$ cat src/rtl/mdio_phy_responder.sv
// rtl/mdio_phy_responder.sv - MDIO (clause 22) PHY-side management responder
module mdio_phy_responder #(
   parameter logic [4:0]  PHY_ADDR   = 5'd1,
   parameter logic [15:0] PHY_ID1    = 16'h001C,
   parameter logic [15:0] PHY_ID2    = 16'hC915,
   parameter logic [15:0] STATUS_VAL = 16'h7869
) (
   input  logic        clk,
   input  logic        rst,
   input  logic        mdc,
   input  logic        mdio_i,
   output logic        mdio_o,
   output logic        mdio_oe,
   output logic [15:0] ctrl_reg,
   output logic        wr_valid,
   output logic [4:0]  wr_addr,
   output logic [15:0] wr_data,
   output logic        frame_err
);

   localparam logic [15:0] CTRL_RST = 16'h1140;

   typedef enum logic [2:0] {
      IDLE, ST, OP, PHYAD, REGAD, TA, RDATA, WDATA
   } state_t;

   state_t      r_state;
   state_t      w_state_next;
   logic        r_mdc_s1, r_mdc_s2, r_mdc_d;
   logic        r_mdio_s1, r_mdio_s2;
   logic [5:0]  r_pre_cnt;
   logic [4:0]  r_bit_cnt;
   logic [15:0] r_shift;
   logic        r_is_read;
   logic [4:0]  r_regad;
   logic [15:0] r_rdata;
   logic        r_mdio_o, r_mdio_oe;
   logic [15:0] r_ctrl;
   logic [15:0] r_scratch [0:3];
   logic        r_wr_valid, r_frame_err;
   logic [4:0]  r_wr_addr;
   logic [15:0] r_wr_data;

   logic        w_mdc_rise;
   logic        w_bit;
   logic [15:0] w_shift_in;
   logic        w_abort, w_commit, w_read_start, w_read_end;
   logic [15:0] w_read_val;

   assign w_mdc_rise = r_mdc_s2 & ~r_mdc_d;
   assign w_bit      = r_mdio_s2;
   assign w_shift_in = {r_shift[14:0], w_bit};

   assign mdio_o    = r_mdio_o;
   assign mdio_oe   = r_mdio_oe;
   assign ctrl_reg  = r_ctrl;
   assign wr_valid  = r_wr_valid;
   assign wr_addr   = r_wr_addr;
   assign wr_data   = r_wr_data;
   assign frame_err = r_frame_err;

   always_ff @(posedge clk or posedge rst) begin
      if (rst) begin
         r_mdc_s1  <= 1'b0;
         r_mdc_s2  <= 1'b0;
         r_mdc_d   <= 1'b0;
         r_mdio_s1 <= 1'b0;
         r_mdio_s2 <= 1'b0;
      end else begin
         r_mdc_s1  <= mdc;
         r_mdc_s2  <= r_mdc_s1;
         r_mdc_d   <= r_mdc_s2;
         r_mdio_s1 <= mdio_i;
         r_mdio_s2 <= r_mdio_s1;
      end
   end

   always_comb begin
      w_read_val = 16'h0000;
      case (r_regad)
         5'd0:    w_read_val = r_ctrl;
         5'd1:    w_read_val = STATUS_VAL;
         5'd2:    w_read_val = PHY_ID1;
         5'd3:    w_read_val = PHY_ID2;
         5'd4, 5'd5, 5'd6, 5'd7: w_read_val = r_scratch[r_regad[1:0]];
         default: w_read_val = 16'h0000;
      endcase
   end

   always_comb begin
      w_state_next = r_state;
      w_abort      = 1'b0;
      w_commit     = 1'b0;
      w_read_start = 1'b0;
      w_read_end   = 1'b0;
      if (w_mdc_rise) begin
         case (r_state)
            IDLE: if (!w_bit && r_pre_cnt == 6'd32) w_state_next = ST;
            ST: begin
               if (w_bit) w_state_next = OP;
               else       w_abort = 1'b1;
            end
            OP: begin
               if (r_bit_cnt == 5'd1) begin
                  if (w_shift_in[1:0] == 2'b10 || w_shift_in[1:0] == 2'b01)
                     w_state_next = PHYAD;
                  else
                     w_abort = 1'b1;
               end
            end
            PHYAD: begin
               if (r_bit_cnt == 5'd4) begin
                  if (w_shift_in[4:0] != PHY_ADDR) w_abort = 1'b1;
                  else                             w_state_next = REGAD;
               end
            end
            REGAD: if (r_bit_cnt == 5'd4) w_state_next = TA;
            TA: begin
               // Reads start driving at the first TA edge; writes just skip both TA bits
               if (r_is_read) begin
                  w_read_start = 1'b1;
                  w_state_next = RDATA;
               end else if (r_bit_cnt == 5'd1) begin
                  w_state_next = WDATA;
               end
            end
            RDATA: begin
               if (r_bit_cnt == 5'd16) begin
                  w_read_end   = 1'b1;
                  w_state_next = IDLE;
               end
            end
            WDATA: begin
               if (r_bit_cnt == 5'd15) begin
                  w_commit     = 1'b1;
                  w_state_next = IDLE;
               end
            end
            default: w_state_next = IDLE;
         endcase
         if (w_abort) w_state_next = IDLE;
      end
   end

   always_ff @(posedge clk or posedge rst) begin
      if (rst) r_state <= IDLE;
      else     r_state <= w_state_next;
   end

   always_ff @(posedge clk or posedge rst) begin
      if (rst) begin
         r_pre_cnt <= 6'd0;
         r_bit_cnt <= 5'd0;
         r_shift   <= 16'h0000;
         r_is_read <= 1'b0;
         r_regad   <= 5'd0;
      end else if (w_mdc_rise) begin
         r_shift <= w_shift_in;
         if (w_state_next != r_state || r_state == IDLE) r_bit_cnt <= 5'd0;
         else                                            r_bit_cnt <= r_bit_cnt + 5'd1;
         // Preamble count only survives while we stay in IDLE; any frame activity restarts it
         if (r_state == IDLE && w_state_next == IDLE) begin
            if (!w_bit)                    r_pre_cnt <= 6'd0;
            else if (r_pre_cnt != 6'd32)   r_pre_cnt <= r_pre_cnt + 6'd1;
         end else begin
            r_pre_cnt <= 6'd0;
         end
         if (r_state == OP && r_bit_cnt == 5'd1) r_is_read <= w_shift_in[1];
         if (r_state == REGAD && r_bit_cnt == 5'd4) r_regad <= w_shift_in[4:0];
      end
   end

   always_ff @(posedge clk or posedge rst) begin
      if (rst) begin
         r_mdio_o  <= 1'b1;
         r_mdio_oe <= 1'b0;
         r_rdata   <= 16'h0000;
      end else if (w_read_start) begin
         r_mdio_oe <= 1'b1;
         r_mdio_o  <= 1'b0;
         r_rdata   <= w_read_val;
      end else if (w_read_end || w_abort) begin
         r_mdio_oe <= 1'b0;
         r_mdio_o  <= 1'b1;
      end else if (w_mdc_rise && r_state == RDATA) begin
         r_mdio_o <= r_rdata[15];
         r_rdata  <= {r_rdata[14:0], 1'b0};
      end
   end

   always_ff @(posedge clk or posedge rst) begin
      if (rst) begin
         r_ctrl      <= CTRL_RST;
         for (int i = 0; i < 4; i++) r_scratch[i] <= 16'h0000;
         r_wr_valid  <= 1'b0;
         r_frame_err <= 1'b0;
         r_wr_addr   <= 5'd0;
         r_wr_data   <= 16'h0000;
      end else begin
         r_wr_valid  <= w_commit;
         r_frame_err <= w_abort;
         if (w_commit) begin
            r_wr_addr <= r_regad;
            r_wr_data <= w_shift_in;
            if (r_regad == 5'd0) begin
               // Soft reset is self-clearing: bit 15 is never stored
               if (w_shift_in[15]) begin
                  r_ctrl <= CTRL_RST;
                  for (int i = 0; i < 4; i++) r_scratch[i] <= 16'h0000;
               end else begin
                  r_ctrl <= w_shift_in;
               end
            end else if (r_regad[4:2] == 3'b001) begin
               r_scratch[r_regad[1:0]] <= w_shift_in;
            end
         end
      end
   end

endmodule

$ cat config.mk
export PLATFORM = sky130hd
export DESIGN_NAME = mdio_phy_responder
export DESIGN_NICKNAME = d
export VERILOG_FILES = /design/src/rtl/mdio_phy_responder.sv
export SDC_FILE = /design/constraint.sdc
export NUM_CORES = 1
export LEC_CHECK = 0
export BUFFER_PORTS_ARGS = -buffer_cell sky130_fd_sc_hd__buf_2
export CORE_ASPECT_RATIO = 1.2
export CORE_MARGIN = 1
export CORE_UTILIZATION = 45
export DETAILED_ROUTE_END_ITERATION = 7
export GPL_TIMING_DRIVEN = 0
export PLACE_DENSITY = 0.74
export SETUP_SLACK_MARGIN = 0.2
export SYNTH_ARGS = -nofsm -noshare
export SYNTH_HDL_FRONTEND = slang
export SYNTH_SLANG_ARGS = --single-unit
$ cat constraint.sdc
create_clock -name clk -period 5.25 [get_ports clk]
set_input_delay 0.2625 -clock clk [delete_from_list [all_inputs] [get_ports clk]]
set_output_delay 0.2625 -clock clk [all_outputs]
set_load 0.01 [all_outputs]
==> impl_metrics.env <==
export IMPL_status="complete, no violations"
export IMPL_area_delta_synth_final_pct=15.0
export IMPL_cts_tree="done"
export IMPL_grt_usage_pct=23.2
export IMPL_r2r_start="r_bit_cnt[0]$_DFFE_PP0P_"
export IMPL_period_needed_ps=2780
export IMPL_p_comb_share_pct=5.8
export IMPL_antenna_found_initial=0
export IMPL_syn_avg_cell_area_um2=10.9
export IMPL_ff_latch_area_um2=4010
export IMPL_viasPerCell=5.78
export IMPL_worstRegToRegCells=10
export IMPL_crit_start="r_bit_cnt[0]$_DFFE_PP0P_"
export IMPL_holdCritPathClass="reg -> reg"
export IMPL_clkSlewWorstSetupHoldPaths_ps=70
export IMPL_die_y_um=142
export IMPL_cts_buffers=17
export IMPL_drive_above_1_share_pct=22.2
export IMPL_max_cap_violations=0
export IMPL_synth_flop_cell="dfrtp_1"
export IMPL_grt_busiest_layer="met2"
export IMPL_swShare_pct=25.5
export IMPL_fin_nets=754
export IMPL_start_kind="flop"
export IMPL_fillers=1379
export IMPL_post_cts_buffers=0
export IMPL_design_area_um2=8500
export IMPL_dp_hpwl_mm=12.4
export IMPL_async_flop_share_pct=100
export IMPL_grt_met2_usage_pct=36.8
export IMPL_synth_seq_cells=160
export IMPL_rows=51
export IMPL_period_share_pct=53.0
export IMPL_gr_usage_met3_pct=4.61
export IMPL_grt_pass1_vias=5486
export IMPL_finalWirelength_mm=18.6
export IMPL_synth_edf_count=0
export IMPL_synth_cells=677
export IMPL_yosys_area_top_type="dfrtp_1"
export IMPL_synth_warnings=0
export IMPL_multi_input_area_um2=3020
export IMPL_cp_endpoint="r_scratch[21]$_DFFE_PP0P_"
export IMPL_drc=0
export IMPL_slowest_delay_ps=460
export IMPL_use_met1_pct=31.0
export IMPL_drt_pre_antenna_iters=5
export IMPL_layout_commonest_cell="dfrtp_1"
export IMPL_gp_congestion=0.855
export IMPL_ys_seq_area_share_pct=54.2
export IMPL_pwr_share_clk_pct=45.3
export IMPL_endpoint_kind="flop"
export IMPL_syn_num_nets=688
export IMPL_p_leak_nw=3.93
export IMPL_synth_top_area_share_pct=52.8
export IMPL_finalSetupViolations=0
export IMPL_dieArea_um2=17000
export IMPL_hold_slack_ps=345
export IMPL_cpMostUsedCell="ha_1"
export IMPL_grt_max_degree=83
export IMPL_worst_pin_slew_ps=1020
export IMPL_fp_coreArea_um2=16100
export IMPL_critPathSlowestCell="nor3b_4"
export IMPL_placed_area_um2=7910
export IMPL_hold_viol=0
export IMPL_hold_depth=0
export IMPL_rsz0062_at_grt="no"
export IMPL_fin_worst_skew_ps=10.3
export IMPL_ys_types=66
export IMPL_synthTopCellsByArea="dfrtp_1, a22o_1, nand2_1"
export IMPL_worstSkewPairLatency_ps=420
export IMPL_die_width_um=119
export IMPL_regMostFlops="r_scratch"
export IMPL_num_io_pins=45
export IMPL_grt_pass1_wl_mm=30.2
export IMPL_wl_per_cell_um=19.2
export IMPL_cts_sinks=160
export IMPL_max_freq_mhz=359
export IMPL_crit_arrival_ps=3090
export IMPL_power_density_nw_per_um2=309
export IMPL_path_max_fanout=10
export IMPL_start_util_pct=45.8
export IMPL_required_ps=5560
export IMPL_num_vias=5597
export IMPL_clk_path_buf_depth=2
export IMPL_path_cells="ha_1, and3_1, ha_1, nand3_1, nor2_4, nand2_2, nor3b_4, a21oi_2, buf_2, a22o_1"
export IMPL_root_buffer="clkbuf_16"
export IMPL_timing_rr_end="r_scratch[21]$_DFFE_PP0P_"
export IMPL_cts_resized=0
export IMPL_globalRouteOverflowTotal=0
export IMPL_ff2ff_setup_slack_ps=2470
export IMPL_p_int_w=0.00196
export IMPL_syn_area_um2=7400
export IMPL_mostFrequentLayoutCells="dfrtp_1, nand2_1, buf_2"
export IMPL_io_buffer_count=43
export IMPL_drv_slew=0
export IMPL_n_antenna_cell=0
export IMPL_relSlewSlack_pct=31.2
export IMPL_p_sw_w=0.000670
export IMPL_first_iter_violations=542
export IMPL_drtAntennaViolNets=0
export IMPL_peakVddDrop_uv=230
export IMPL_path_class="reg -> reg"
export IMPL_fin_util_pct=52.7
export IMPL_cts_max_level=4
export IMPL_largest_reg_flops=64
export IMPL_pwr_share_seq_pct=48.9
-- worst max-delay path: cells and delay by family, from the launching register on --
| kind | cells | cell delay [ps] |
|---|---|---|
| flops | 1 | 410 |
| fa+ha+maj | 2 | 410 |
| buf+inv | 1 | 250 |
| compound gates | 2 | 390 |
| simple gates | 5 | 1210 |
-- synth_stat cells, types with 5 or more instances --
master	number
dfrtp_1	156
nand2_1	123
a22o_1	53
o21ai_0	52
mux2_2	29
clkbuf_1	27
nor2_1	24
a21oi_1	23
inv_1	22
buf_2	15
mux4_2	15
nand3b_1	11
nand3_1	10
nor3_1	8
ha_1	7
nand2b_1	7
a31oi_1	6
buf_1	6
a221oi_1	5
-- power by group through the flow --
| stage | Clock [W] | Combinational (W) | Sequential [W] |
|---|---|---|---|
| after floorplan | 0 | 0.000105 | 0.00130 |
| after global placement | 0 | 0.000148 | 0.00131 |
| after detailed placement | 0 | 0.000153 | 0.00131 |
| after CTS | 0.00119 | 0.000156 | 0.00129 |
| after global routing | 0.00124 | 0.000173 | 0.00129 |
| final | 0.00119 | 0.000154 | 0.00129 |
-- worst min-delay path by stage --
stage / startpoint / end / slack [ps]
after floorplan: mdc / r_mdc_s1$_DFF_PP0_ / 290
after global placement: r_mdc_s1$_DFF_PP0_ / r_mdc_s2$_DFF_PP0_ / 340
after detailed placement: r_mdc_s1$_DFF_PP0_ / r_mdc_s2$_DFF_PP0_ / 330
after CTS: r_mdc_s1$_DFF_PP0_ / r_mdc_s2$_DFF_PP0_ / 350
after global routing: r_mdc_s1$_DFF_PP0_ / r_mdc_s2$_DFF_PP0_ / 360
final: r_mdc_s1$_DFF_PP0_ / r_mdc_s2$_DFF_PP0_ / 350
-- stage by stage --
step	setup TNS (ps)	total power, W	worst slack [ps]	instances
6_report	0	0.00263	2470	968
5_1_grt	0	0.00271	2290	968
4_1_cts	0	0.00264	2490	968
2_1_floorplan	0	0.00140	674	677
3_3_place_gp	-172590	0.00146	-1120	932
3_5_place_dp	0	0.00146	2520	933
-- timing repair --
action | CTS | global route
endpoints found under the setup margin | 0 | 0
hold endpoints to repair | 77 | 0
hold buffers | 3 | 0
-- layout make-up --
class / instances / area share [%]
buffer: 56 / 3.31
clock buffer: 17 / 5.00
clock inverter: 15 / 1.59
inverter: 22 / 1.06
multi-input combinational: 439 / 35.6
sequential: 160 / 47.1
tap: 212 / 3.12
timing repair buffer: 47 / 3.21
-- kinds of logic (layout without fill, tap and decap cells) --
family | after synthesis | count (layout) | share of synthesized area [%]
buf+inv | 78 | 157 | 4.92
flops | 160 | 160 | 54.2
compound gates | 173 | 173 | 16.3
simple gates | 212 | 212 | 14.1
fa+ha+maj | 7 | 7 | 1.18
mux | 45 | 45 | 9.12
xor+xnor | 1 | 1 | 0.118
other cells | 1 | 1 | 0.0507
-- routing by layer --
| metal | share of wire, % | vias up |
|---|---|---|
| met2 | 48 | 226 |
| met1 | 43 | 2783 |
| met3 | 6.0 | 42 |
| met5 | 0 | - |
| met4 | 3.2 | 0 |
| li1 | - | 2546 |
(Power assumes the default switching activity.)
